## src/rtl/reimu_life.sv

```systemverilog
// reimu_life: player hit manager for the game tick domain.
//
// Tracks remaining lives and accepted hits. After a hit that leaves lives in
// hand, the player is invulnerable for INVUL_TICKS cycles and the sprite blinks.
// A hit on the last life ends the game.
//
// Ports:
//   clk22      game tick clock, rising edge
//   rst        synchronous active-high reset
//   start      level; starts or restarts a game from IDLE or OVER
//   shot       registered player-hit flag from the enemy-bullet stage
//   lives      remaining lives
//   state      0 IDLE, 1 PLAY, 2 INVUL, 3 OVER
//   invul      high while in INVUL
//   visible    player sprite enable for the renderer
//   hit_pulse  one-cycle pulse per accepted hit
//   game_over  high while in OVER
//   hits       accepted hits since the last game start, saturating at 255
//
// State table:
//   IDLE  | waiting for start; shot ignored
//   PLAY  | shot is accepted as a hit
//   INVUL | post-hit invulnerability, timer counts down, sprite blinks
//   OVER  | no lives left; waiting for start

module reimu_life #(
    parameter int LIVES       = 3,
    parameter int INVUL_TICKS = 48
) (
    input  logic       clk22,
    input  logic       rst,
    input  logic       start,
    input  logic       shot,
    output logic [2:0] lives,
    output logic [1:0] state,
    output logic       invul,
    output logic       visible,
    output logic       hit_pulse,
    output logic       game_over,
    output logic [7:0] hits
);

    typedef enum logic [1:0] {
        ST_IDLE  = 2'd0,
        ST_PLAY  = 2'd1,
        ST_INVUL = 2'd2,
        ST_OVER  = 2'd3
    } state_t;

    localparam logic [2:0] LIVES_INIT = 3'(LIVES);
    localparam logic [7:0] TIMER_LOAD = 8'(INVUL_TICKS - 1);

    state_t     state_q, state_d;
    logic [7:0] timer_q, timer_d;
    logic [2:0] lives_d;
    logic [7:0] hits_d;
    logic [7:0] hits_inc;
    logic       visible_d;
    logic       hit_pulse_d;

    assign hits_inc = (hits == 8'hFF) ? hits : hits + 8'd1;

    always_ff @(posedge clk22) begin
        if (rst) begin
            state_q   <= ST_IDLE;
            timer_q   <= 8'd0;
            lives     <= LIVES_INIT;
            hits      <= 8'd0;
            visible   <= 1'b1;
            hit_pulse <= 1'b0;
            invul     <= 1'b0;
            game_over <= 1'b0;
        end else begin
            state_q   <= state_d;
            timer_q   <= timer_d;
            lives     <= lives_d;
            hits      <= hits_d;
            visible   <= visible_d;
            hit_pulse <= hit_pulse_d;
            invul     <= (state_d == ST_INVUL);
            game_over <= (state_d == ST_OVER);
        end
    end

    assign state = state_q;

    always_comb begin
        state_d     = state_q;
        timer_d     = timer_q;
        lives_d     = lives;
        hits_d      = hits;
        visible_d   = visible;
        hit_pulse_d = 1'b0;

        case (state_q)
            ST_IDLE: begin
                if (start) begin
                    state_d = ST_PLAY;
                    lives_d = LIVES_INIT;
                    hits_d  = 8'd0;
                end
            end
            ST_PLAY: begin
                if (shot) begin
                    hit_pulse_d = 1'b1;
                    hits_d      = hits_inc;
                    if (lives > 3'd1) begin
                        lives_d = lives - 3'd1;
                        timer_d = TIMER_LOAD;
                        state_d = ST_INVUL;
                    end else begin
                        lives_d   = 3'd0;
                        visible_d = 1'b0;
                        state_d   = ST_OVER;
                    end
                end
            end
            ST_INVUL: begin
                if (timer_q == 8'd0) begin
                    state_d   = ST_PLAY;
                    visible_d = 1'b1;
                end else begin
                    // Blink follows the pre-decrement count: 4 ticks on, 4 off.
                    timer_d   = timer_q - 8'd1;
                    visible_d = timer_q[2];
                end
            end
            ST_OVER: begin
                if (start) begin
                    state_d   = ST_PLAY;
                    lives_d   = LIVES_INIT;
                    hits_d    = 8'd0;
                    visible_d = 1'b1;
                end
            end
            default: state_d = ST_IDLE;
        endcase
    end

endmodule
```

## config.mk

```make
export PLATFORM = sky130hd
export DESIGN_NAME = reimu_life
export DESIGN_NICKNAME = d
export VERILOG_FILES = /design/src/rtl/reimu_life.sv
export SDC_FILE = /design/constraint.sdc
export NUM_CORES = 1
export LEC_CHECK = 0
export ABC_CLOCK_PERIOD_IN_PS = 2300
export BUFFER_PORTS_ARGS = -buffer_cell sky130_fd_sc_hd__buf_4
export CORE_MARGIN = 2
export CORE_UTILIZATION = 50
export DETAILED_ROUTE_END_ITERATION = 10
export PLACE_DENSITY = 0.71
export SETUP_SLACK_MARGIN = 0.15
export SYNTH_ARGS = -nofsm -noshare
export SYNTH_HDL_FRONTEND = slang
export SYNTH_SLANG_ARGS = --single-unit
```

## constraint.sdc

```tcl
create_clock -name clk22 -period 2.3 [get_ports clk22]
set_input_delay 0.46 -clock clk22 [delete_from_list [all_inputs] [get_ports clk22]]
set_output_delay 0.46 -clock clk22 [all_outputs]
set_load 0.005 [all_outputs]
```

Word level (Yosys, flattened, before mapping)
Cells that the tools add are included.

Bits in registers: 25. Input bits: 4. Logic and storage cells: 60.

Add/sub/neg operators: 3. Order comparisons: 1. Equality and inequality tests: 13. Multiplexer cells: 23. Bitwise logic cells: 1. Reductions and logical operators: 11.

Operators with widths (count): $mux W8 (6); $pmux W8 S2 (2); $ne A2 B2 Y1 const B (6); $reduce_and A4 Y1 (3); $mux W3 (3); $add A8 B1 Y8 const B (1); $eq A2 B2 Y1 const B (4); $eq A8 B8 Y1 const B (1); $logic_not A8 Y1 (1); $sub A8 B1 Y8 const B (1); $mux W1 (6); $mux W2 (3); $pmux W2 S3 (1); $pmux W3 S2 (1); $reduce_bool A2 Y1 (2); $reduce_or A2 Y1 (2); $gt A3 B1 Y1 const B (1); $pmux W1 S3 (1); $reduce_and A3 Y1 (1); $reduce_bool A3 Y1 (1); $sub A3 B1 Y3 const B (1); $eq A2 B1 Y1 const B (1); $logic_not A2 Y1 (1); $ne A2 B1 Y1 const B (1); $not A1 Y1 (1).

Logic depth before layout (Yosys ltp)
Gate-level depths: netlist (run 1).

Word-level depth: 5. Depth in mapped cells: 8. Mapped depth without buffers: 6.

Least setup slack after synthesis (run 1)
No wires, ideal clock.

Path type: reg-to-reg. Start: register state_q[0], in the netlist state[0]. End: register hits[7]. Setup time: 0.070 ns. Data arrival time: 2.087 ns. Path slack: 0.143 ns. Cell stages (with the launch flop): 8. Buffers on the path: 1. Period minus slack after synthesis: 2.157 ns. Cells stage by stage: dfxtp_1 inv_1 ha_1 buf_6 nor2b_4 or4_4 or4_1 a21oi_1.

Longest elaborated chain between the ends: 4. Elaborated cells between the ends (all ways): 10.

RTL lines: from (decl) (RTL line 53) `state_t state_q, state_d;`; from (signal assigned) (RTL line 74) `state_q <= state_d;`; $eq A2 B2 Y1 or $logic_not A2 Y1 (tied branches) (RTL line 95) `case (state_q)`; $reduce_or A2 Y1 (no source line); $ne A2 B1 Y1 (no source line) or $reduce_bool A2 Y1 (tied branches); $reduce_and A4 Y1 (no source line); to (signal assigned) (RTL line 77) `hits <= hits_d;`; to (decl) (RTL line 40) `output logic [7:0] hits`.

Parallel ways exist; a longest one is shown, timed or not. A chain may end at the register's enable or synchronous reset.

Final worst setup path (run 1)
Start: register state_q[0], in the netlist state[0]. End: register hits[3].

Same word-level chain as after synthesis.

==> results.py, run 1 <==
metrics = {
    "status": {
        "outcome": "finished, violations left",
        "failed_checks": "DRC",
    },
    "yosys": {
        "synth_area_um2": 1490,
        "yosys.area_share.simple": 0.248,
        "ys_top_cells_by_count": "25 x dfxtp_1, 16 x inv_1, 13 x a21oi_1",
        "yosys.area.top_type": "dfxtp_1",
        "muxShareOfSynthArea": 0.0268,
        "synthAdderAreaFrac": 0.0671,
        "syn_inst": 177,
        "synthArstFlopShare": 0,
        "synth_top_family_by_area": "compound AO/OA/AOI/OAI gates",
        "synth_nets": 189,
        "synthDistinctLibCells": 48,
        "yosysSeqAreaShare": 0.335,
        "synth_xor_area_frac": 0,
        "synthTopCellsByArea": "dfxtp_1 34%, ha_1 6.7%, o31ai_1 4.5%",
        "yosys_warnings": 0,
        "synth_ff_type": "dfxtp_1",
        "yosysMostFrequentCell": "dfxtp_1",
        "yosys_register_bits": 25,
        "synth_compound_area_frac": 0.254,
        "synth-edff-count": 0,
        "yosysTopAreaCellShare": 0.335,
        "avgSynthCellArea_um2": 8.43,
    },
    "clocking": {
        "clk_pin_slew_ns": 0.14,
        "cts.sinks": 25,
        "htreeDepth": 1,
        "cts_max_path_buffers": 2,
        "worst_skew_pair.late_latency_ns": 0.32,
        "tritoncts": "built",
        "cts_made_buffers": 3,
        "clockRootBuffer": "clkbuf_4",
    },
    "power_and_ir_drop": {
        "p_per_area_nw_per_um2": 1000,
        "peakVddDrop_uv": 648,
        "leakagePower_nw": 0.712,
        "p_total_w": 0.00177,
    },
    "detailed_routing": {
        "drc": 1,
        "wl_um": 3500,
        "via_count": 1464,
        "viasPerCell": 6.28,
        "drt_iter0_drc": 80,
        "dr.pass1.iters": 7,
        "wl_per_cell_um": 15.0,
        "final_antenna_net_count": 0,
    },
    "layout": {
        "num-fill-cells": 262,
        "finalInstanceArea_um2": 1770,
        "multi_input_area_um2": 923,
        "regArea_um2": 505,
        "antenna_cells": 0,
        "syn_to_final_growth_pct": 18.5,
        "drive_gt1_frac": 0.252,
        "instances_no_fill": 233,
        "nets": 215,
    },
    "sta": {
        "worst_slew_pin_slew_ns": 0.515,
        "finalSetupTns_ns": 0,
        "rsz0062_at_grt": "no",
        "slew_headroom": 0.656,
        "fmax_mhz": 480,
        "fin_crit_ns": 2.08,
        "finalMaxSlewViolations": 0,
        "min_period_over_period": 0.906,
        "finalSetupViolCount": 0,
        "clock_skew_ns": 0.00482,
        "fin_hold_ws_ns": 0.383,
        "hold_viol": 0,
    },
    "place": {
        "numPortBuffers": 20,
        "dpl.hpwl_um": 2610,
        "routabilityCongestion": 0.889,
        "place_inst": 226,
        "place_area_um2": 1680,
    },
    "grt": {
        "grt_max_degree": 16,
        "overflow": 0,
        "grt_use_total": 0.215,
        "grt_pass1_wl_um": 5800,
        "grt_antenna_before_repair": 0,
        "grt_pass1_vias": 1310,
    },
    "floorplan": {
        "die-height_um": 58.6,
        "die-area_um2": 3440,
        "ios": 21,
        "rows": 19,
        "core-area_um2": 2810,
        "die_w_um": 58.6,
        "initial_core_util": 0.532,
    },
    "setup_path": {
        "worstPathMaxFanout": 7,
        "crit_type": "reg -> reg",
        "start_kind": "register",
        "cp.arrival_ns": 2.36,
        "end_kind": "register",
        "cp.required_ns": 2.57,
    },
    "job": {
        "cap_violations": 0,
    },
    "min_path": {
        "hp-class": "in -> reg",
    },
}
## layer usage
| metal | vias up | global-route usage | share of wire |
|---|---|---|---|
| met5 | - | 0 | 0 |
| met4 | 0 | 0.0812 | 0.0086 |
| met3 | 4 | 0.0330 | 0.070 |
| met2 | 49 | 0.335 | 0.45 |
| met1 | 689 | 0.299 | 0.47 |
| li1 | 722 | - | - |
## cell families (layout without fill, tap and decap cells)
kind of cell             count (synthesis)  in the layout
AO/OA/AOI/OAI                           55             55
flip-flops                              25             25
buffers and inverters                   23             48
multiplexers                             4              4
AND/OR/NAND/NOR                         62             62
adder cells (fa/ha/maj)                  8              8
## per-stage QoR
step	setup slack, ns	util
detailed placement	0.180	0.598
global placement	0.269	0.598
finish	0.215	0.631
CTS	0.163	0.609
floorplan	0.202	-
global route	0.150	0.631
## timing repair
item / 4_1_cts / 5_1_grt
endpoints found under the setup margin: 2 / 8
pin swaps: 0 / 2
buffers inserted: 0 / 3
gates resized for setup: 1 / 10
hold buffers: 0 / 0
## cells in the final DEF, fill, tap and decap left out, drive strengths merged, types with 5 or more instances in the layout
master,count
buf,28
dfxtp,25
inv,16
a21oi,13
nor2,12
o31ai,10
or4,9
ha,8
o21ai,7
nand3,6
a31oi,5
nand2,5
nor3,5
## where the power goes
part / internal (W) / switching (W)
clock network: 0.0000653 / 0.000135
logic: 0.000427 / 0.000510
registers: 0.000535 / 0.000103
## worst max-delay path, cell delays in order (launching register included)
cell and delay (ns):
dfxtp_4 0.39, buf_4 0.14, ha_2 0.22, nor2b_1 0.16, or4_4 0.55, or4_1 0.43
a21oi_1 0.15
## registers in the layout (all words and copies together), names as in the netlist
register and cells:
timer_q 8, game_over 1, visible 1, lives 3, hits 8, invul 1
hit_pulse 1, state 2
## layout make-up
class | instances | area share
flip-flops and latches | 25 | 0.286
multi-input cells | 129 | 0.522
clock buffers | 3 | 0.0127
clock inverters | 1 | 0.00283
repair buffers | 28 | 0.121
well taps | 31 | 0.0219
inverters | 16 | 0.0339
## final timing paths
path | startpoint | end | slack [ns] | depth (start not counted)
worst max register to register | state[0] | hits[3] | 0.22 | 6
worst max-delay path | state[0] | hits[3] | 0.22 | 6
worst min register to register | timer_q[0] | timer_q[0] | 0.50 | 1
worst min-delay path | rst | state[0] | 0.38 | 2
No activity file was read; power rests on OpenSTA's default activity.
==> inputs of run 2 (changes only) <==
--- a/config.mk
+++ b/config.mk
@@ -6,11 +6,10 @@
 export NUM_CORES = 1
 export LEC_CHECK = 0
 export ABC_CLOCK_PERIOD_IN_PS = 2300
-export BUFFER_PORTS_ARGS = -buffer_cell sky130_fd_sc_hd__buf_4
 export CORE_MARGIN = 2
 export CORE_UTILIZATION = 50
 export DETAILED_ROUTE_END_ITERATION = 10
-export PLACE_DENSITY = 0.71
+export DONT_BUFFER_PORTS = 1
 export SETUP_SLACK_MARGIN = 0.15
 export SYNTH_ARGS = -nofsm -noshare
 export SYNTH_HDL_FRONTEND = slang
==> results.py, run 2 (synthesized netlist as in run 1, its figures left out) <==
metrics = {
    "power_and_ir_drop": {
        "clkPwrFrac": 0.121,
        "power.internal_w": 0.000964,
        "p_per_area_nw_per_um2": 1070,
        "peakVddDrop_uv": 630,
        "power_switching_w": 0.000727,
        "p_seq_frac": 0.382,
        "p_sw_frac": 0.430,
        "p_total_w": 0.00169,
        "leakagePower_nw": 0.587,
        "combPwrFrac": 0.497,
    },
    "floorplan": {
        "ios": 21,
        "core-area_um2": 2810,
        "rows": 19,
        "initial_core_util": 0.532,
        "die-height_um": 58.6,
        "die_w_um": 58.6,
        "die-area_um2": 3440,
    },
    "clocking": {
        "cts_made_buffers": 3,
        "cts.sinks": 25,
        "cts_setup_buffers": 0,
        "cts_max_path_buffers": 2,
        "clk_pin_slew_ns": 0.15,
        "tritoncts": "built",
        "htreeDepth": 1,
        "worst_skew_pair.late_latency_ns": 0.33,
        "clockRootBuffer": "clkbuf_4",
    },
    "grt": {
        "grt_max_degree": 14,
        "grt_antenna_before_repair": 0,
        "grt_pass1_vias": 1232,
        "grt_use_total": 0.210,
        "overflow": 0,
        "grt_pass1_wl_um": 5580,
    },
    "setup_path": {
        "end_kind": "register",
        "crit_slowest_cell": "or4_4",
        "worstRegToRegCells": 6,
        "crit_chain": "inv_1 > ha_4 > nor2b_4 > or4_4 > or4_4 > a21oi_2",
        "slowest_delay_ns": 0.57,
        "cp.arrival_ns": 2.32,
        "crit_top_cell": "or4_4",
        "worstPathMaxFanout": 6,
        "cp.required_ns": 2.57,
        "start_kind": "register",
        "crit_type": "reg -> reg",
    },
    "place": {
        "place_area_um2": 1520,
        "dpl.hpwl_um": 2510,
        "pre_cts_slack_ns": 0.213,
        "routabilityCongestion": 0.825,
        "numPortBuffers": 0,
    },
    "sta": {
        "fin_crit_ns": 2.06,
        "fmax_mhz": 486,
        "hold_viol": 0,
        "slew_headroom": 0.456,
        "worst_slew_pin_slew_ns": 0.807,
        "clock_skew_ns": 0.0151,
        "timing.final.ws_setup_ns": 0.244,
        "finalSetupTns_ns": 0,
        "min_period_over_period": 0.894,
        "finalSetupViolCount": 0,
        "finalMaxSlewViolations": 0,
        "rsz0062_at_grt": "no",
    },
    "layout": {
        "largest_registers": "hits x8, timer_q x8, lives x3",
        "layout.cells.most_common_list": "23 x dfxtp_1, 16 x inv_1, 12 x a21oi_1, 12 x nor2_1, 9 x o31ai_1",
        "multi_input_area_um2": 913,
        "antenna_cells": 0,
        "final_util": 0.562,
        "syn_to_final_growth_pct": 5.70,
        "regArea_um2": 505,
        "finalInstanceArea_um2": 1580,
        "final_common_cell": "dfxtp_1",
        "nets": 191,
        "drive_gt1_frac": 0.129,
        "num-fill-cells": 272,
    },
    "job": {
        "cap_violations": 0,
    },
    "detailed_routing": {
        "met2_length_um": 1360,
        "viasPerCell": 6.40,
        "wl_per_cell_um": 15.8,
        "wl_met1_um": 1660,
        "drt_iter0_drc": 84,
        "drc": 1,
        "wl_um": 3310,
        "final_antenna_net_count": 0,
        "dr.pass1.iters": 7,
        "wl_met3_um": 226,
        "via_count": 1337,
        "top_layer": "met4",
    },
    "min_path": {
        "hp-class": "in -> reg",
        "whs_path_depth": 1,
    },
    "status": {
        "failed_checks": "DRC",
        "outcome": "finished, violations left",
    },
}
-- run 2: through the flow --
stage          std cells  hold WS [ns]
6_report             209         0.171
2_1_floorplan        177         0.453
4_1_cts              209         0.181
5_1_grt              209         0.152
3_3_place_gp         205         0.462
3_5_place_dp         205         0.474
-- run 2: routing by layer --
| metal | vias up | GRT usage |
|---|---|---|
| met5 | - | 0 |
| met4 | 0 | 0.0844 |
| met1 | 610 | 0.295 |
| li1 | 677 | - |
| met3 | 7 | 0.0505 |
| met2 | 43 | 0.310 |
-- run 2: worst max-delay path, delay by kind of cell (launching register included) --
kind	cells	cell delay [ns]
flops	1	0.41
simple gates	3	1.13
buf+inv	1	0.08
compound gates	1	0.13
fa+ha+maj	1	0.25
-- run 2: timing repair --
item	CTS	global route
endpoints found under the setup margin	0	5
resized for setup	0	7
endpoints found under the hold margin	0	0
hold buffers	0	0
-- run 2: path summary, 6_finish.rpt --
kind,start,end,slack [ns]
max,state[0],hits[3],0.24
min,rst,timer_q[2],0.17
max reg2reg,state[0],hits[3],0.24
min reg2reg,timer_q[0],timer_q[0],0.49
-- run 2: area by class of cell --
class / instances / share of cell area
Clock buffer: 4 / 0.0167
Tap cell: 31 / 0.0246
Sequential cell: 25 / 0.320
Multi-Input combinational cell: 129 / 0.579
Timing Repair Buffer: 4 / 0.0214
Inverter: 16 / 0.0381
-- run 2: power groups by stage --
stage	clock, W	combinational (W)	sequential (W)
after floorplan	0	0.000661	0.000623
after global placement	0	0.000788	0.000647
after detailed placement	0	0.000807	0.000655
after CTS	0.000207	0.000814	0.000643
after global routing	0.000230	0.000932	0.000665
final	0.000205	0.000840	0.000646
==> inputs of run 3 (changes only) <==
--- a/config.mk
+++ b/config.mk
@@ -5,6 +5,7 @@
 export SDC_FILE = /design/constraint.sdc
 export NUM_CORES = 1
 export LEC_CHECK = 0
+export ABC_AREA = 1
 export ABC_CLOCK_PERIOD_IN_PS = 2300
 export CORE_MARGIN = 2
 export CORE_UTILIZATION = 50
==> results.py, run 3 <==
metrics = {
    "layout": {
        "largest_registers": "hits x8, timer_q x8, lives x3",
        "final_common_cell": "nand2_1",
        "drive_gt1_frac": 0.0905,
        "antenna_cells": 0,
        "syn_to_final_growth_pct": 4.10,
        "final_util": 0.533,
        "layout.cells.most_common_list": "66 x nand2_1, 32 x inv_1, 25 x dfxtp_1",
        "nets": 245,
    },
    "setup_path": {
        "crit_chain": "inv_1 > ha_1 > nand2_1 > nand2_1 > nor2_2 > nand2_1 > a21oi_1 > o21bai_1 > nand2_1",
        "cp.arrival_ns": 2.10,
        "cp.required_ns": 2.51,
        "crit_slowest_cell": "dfxtp_1",
        "crit_top_cell": "nand2_1",
        "end_kind": "register",
        "worstPathMaxFanout": 10,
        "start_kind": "register",
        "crit_type": "reg -> reg",
        "slowest_delay_ns": 0.49,
    },
    "sta": {
        "finalSetupViolCount": 0,
        "fin_crit_ns": 1.88,
        "fmax_mhz": 531,
        "hold_viol": 0,
        "timing.final.ws_setup_ns": 0.415,
        "min_period_over_period": 0.820,
        "fin_hold_ws_ns": 0.186,
        "clock_skew_ns": 0.00906,
        "finalMaxSlewViolations": 0,
        "slew_headroom": 0.794,
        "worst_slew_pin_slew_ns": 0.306,
        "finalSetupTns_ns": 0,
        "rsz0062_at_grt": "no",
    },
    "clocking": {
        "worst_skew_pair.late_latency_ns": 0.31,
        "cts_max_path_buffers": 2,
        "holdBufCountCts": 0,
        "clk_pin_slew_ns": 0.14,
        "cts.sinks": 25,
        "tritoncts": "built",
        "cts_made_buffers": 3,
        "cts_setup_buffers": 0,
        "ctsResizeCount": 0,
        "htreeDepth": 1,
        "clockRootBuffer": "clkbuf_4",
    },
    "yosys": {
        "synth_ff_type": "dfxtp_1",
        "yosysSeqAreaShare": 0.328,
        "synth-edff-count": 0,
        "synth_nets": 242,
        "yosysMostFrequentCell": "nand2_1",
        "yosys_register_bits": 25,
        "yosysTopAreaCellShare": 0.328,
        "ys_top_cells_by_count": "66 x nand2_1, 32 x inv_1, 25 x dfxtp_1",
        "syn_inst": 230,
        "synth_area_um2": 1520,
        "avgSynthCellArea_um2": 6.63,
        "synthArstFlopShare": 0,
        "synthTopCellsByArea": "dfxtp_1 33%, nand2_1 16%, inv_1 7.9%",
        "synthDistinctLibCells": 30,
        "yosys_warnings": 0,
        "yosys.area.top_type": "dfxtp_1",
    },
    "detailed_routing": {
        "via_count": 1411,
        "final_antenna_net_count": 0,
        "wl_um": 3270,
        "wl_per_cell_um": 12.3,
        "viasPerCell": 5.32,
        "drc": 0,
        "dr.pass1.iters": 4,
        "drt_iter0_drc": 58,
    },
    "floorplan": {
        "rows": 20,
        "core-area_um2": 2980,
        "die-height_um": 59.2,
        "die_w_um": 59.2,
        "die-area_um2": 3510,
        "initial_core_util": 0.512,
        "ios": 21,
    },
    "grt": {
        "grt_use_total": 0.211,
        "overflow": 0,
        "grt_max_degree": 18,
        "grt_pass1_vias": 1309,
        "grt_pass1_wl_um": 5790,
        "grt_antenna_before_repair": 0,
    },
    "power_and_ir_drop": {
        "p_per_area_nw_per_um2": 733,
        "peakVddDrop_uv": 405,
        "leakagePower_nw": 0.731,
    },
    "place": {
        "pre_cts_slack_ns": 0.461,
        "dpl.hpwl_um": 2470,
        "numPortBuffers": 0,
        "routabilityCongestion": 0.916,
    },
    "status": {
        "outcome": "finished, final reports clean",
    },
    "job": {
        "cap_violations": 0,
    },
    "min_path": {
        "hp-class": "in -> reg",
    },
}
run 3: cells by family after synthesis:
group	count (synthesis)	synth area share
flip-flops	25	0.328
XOR/XNOR	3	0.0172
buffers and inverters	37	0.0920
adder cells (fa/ha/maj)	8	0.0657
AO/OA/AOI/OAI	40	0.159
AND/OR/NAND/NOR	117	0.337
run 3: metrics by stage:
stage | cells | power (W) | instance area, um^2
floorplan | 230 | 0.000887 | 1520
global placement | 261 | 0.000961 | 1560
detailed placement | 261 | 0.000975 | 1560
CTS | 265 | 0.00118 | 1590
global route | 265 | 0.00128 | 1590
finish | 265 | 0.00116 | 1590
run 3: layout make-up:
cell class                 count  area (um^2)
multi-input combinational    168          883
timing repair buffer           1         7.51
clock buffer                   4         26.3
sequential                    25          500
tap                           33         41.3
inverter                      34          128
fill                         316         1390
run 3: metal layers:
| metal | up-vias | part of all wire | global-route usage |
|---|---|---|---|
| met5 | - | 0 | 0 |
| met4 | 0 | 0.011 | 0.0844 |
| met3 | 4 | 0.054 | 0.0437 |
| met2 | 32 | 0.45 | 0.316 |
| met1 | 638 | 0.49 | 0.296 |
| li1 | 737 | - | - |
run 3: path summary, 6_finish.rpt:
kind	endpoint	slack [ns]	cells past startpoint	from
hold / removal	timer_q[5]	0.19	1	rst
setup reg to reg	lives[0]	0.42	9	state[0]
setup / recovery	lives[0]	0.42	9	state[0]
hold reg to reg	timer_q[1]	0.51	2	timer_q[1]
run 3: critical path, delay by kind of cell (launching register included):
family          cells  cell delay [ns]
fa+ha+maj           1             0.43
buf+inv             1             0.08
flops               1             0.49
simple gates        5             0.56
compound gates      2             0.22
run 3: power breakdown:
part / internal [W] / leakage (nW) / switching [W]
sequential: 0.000475 / 0.203 / 0.0000489
combinational: 0.000148 / 0.513 / 0.000294
clock: 0.0000676 / 0.0150 / 0.000130
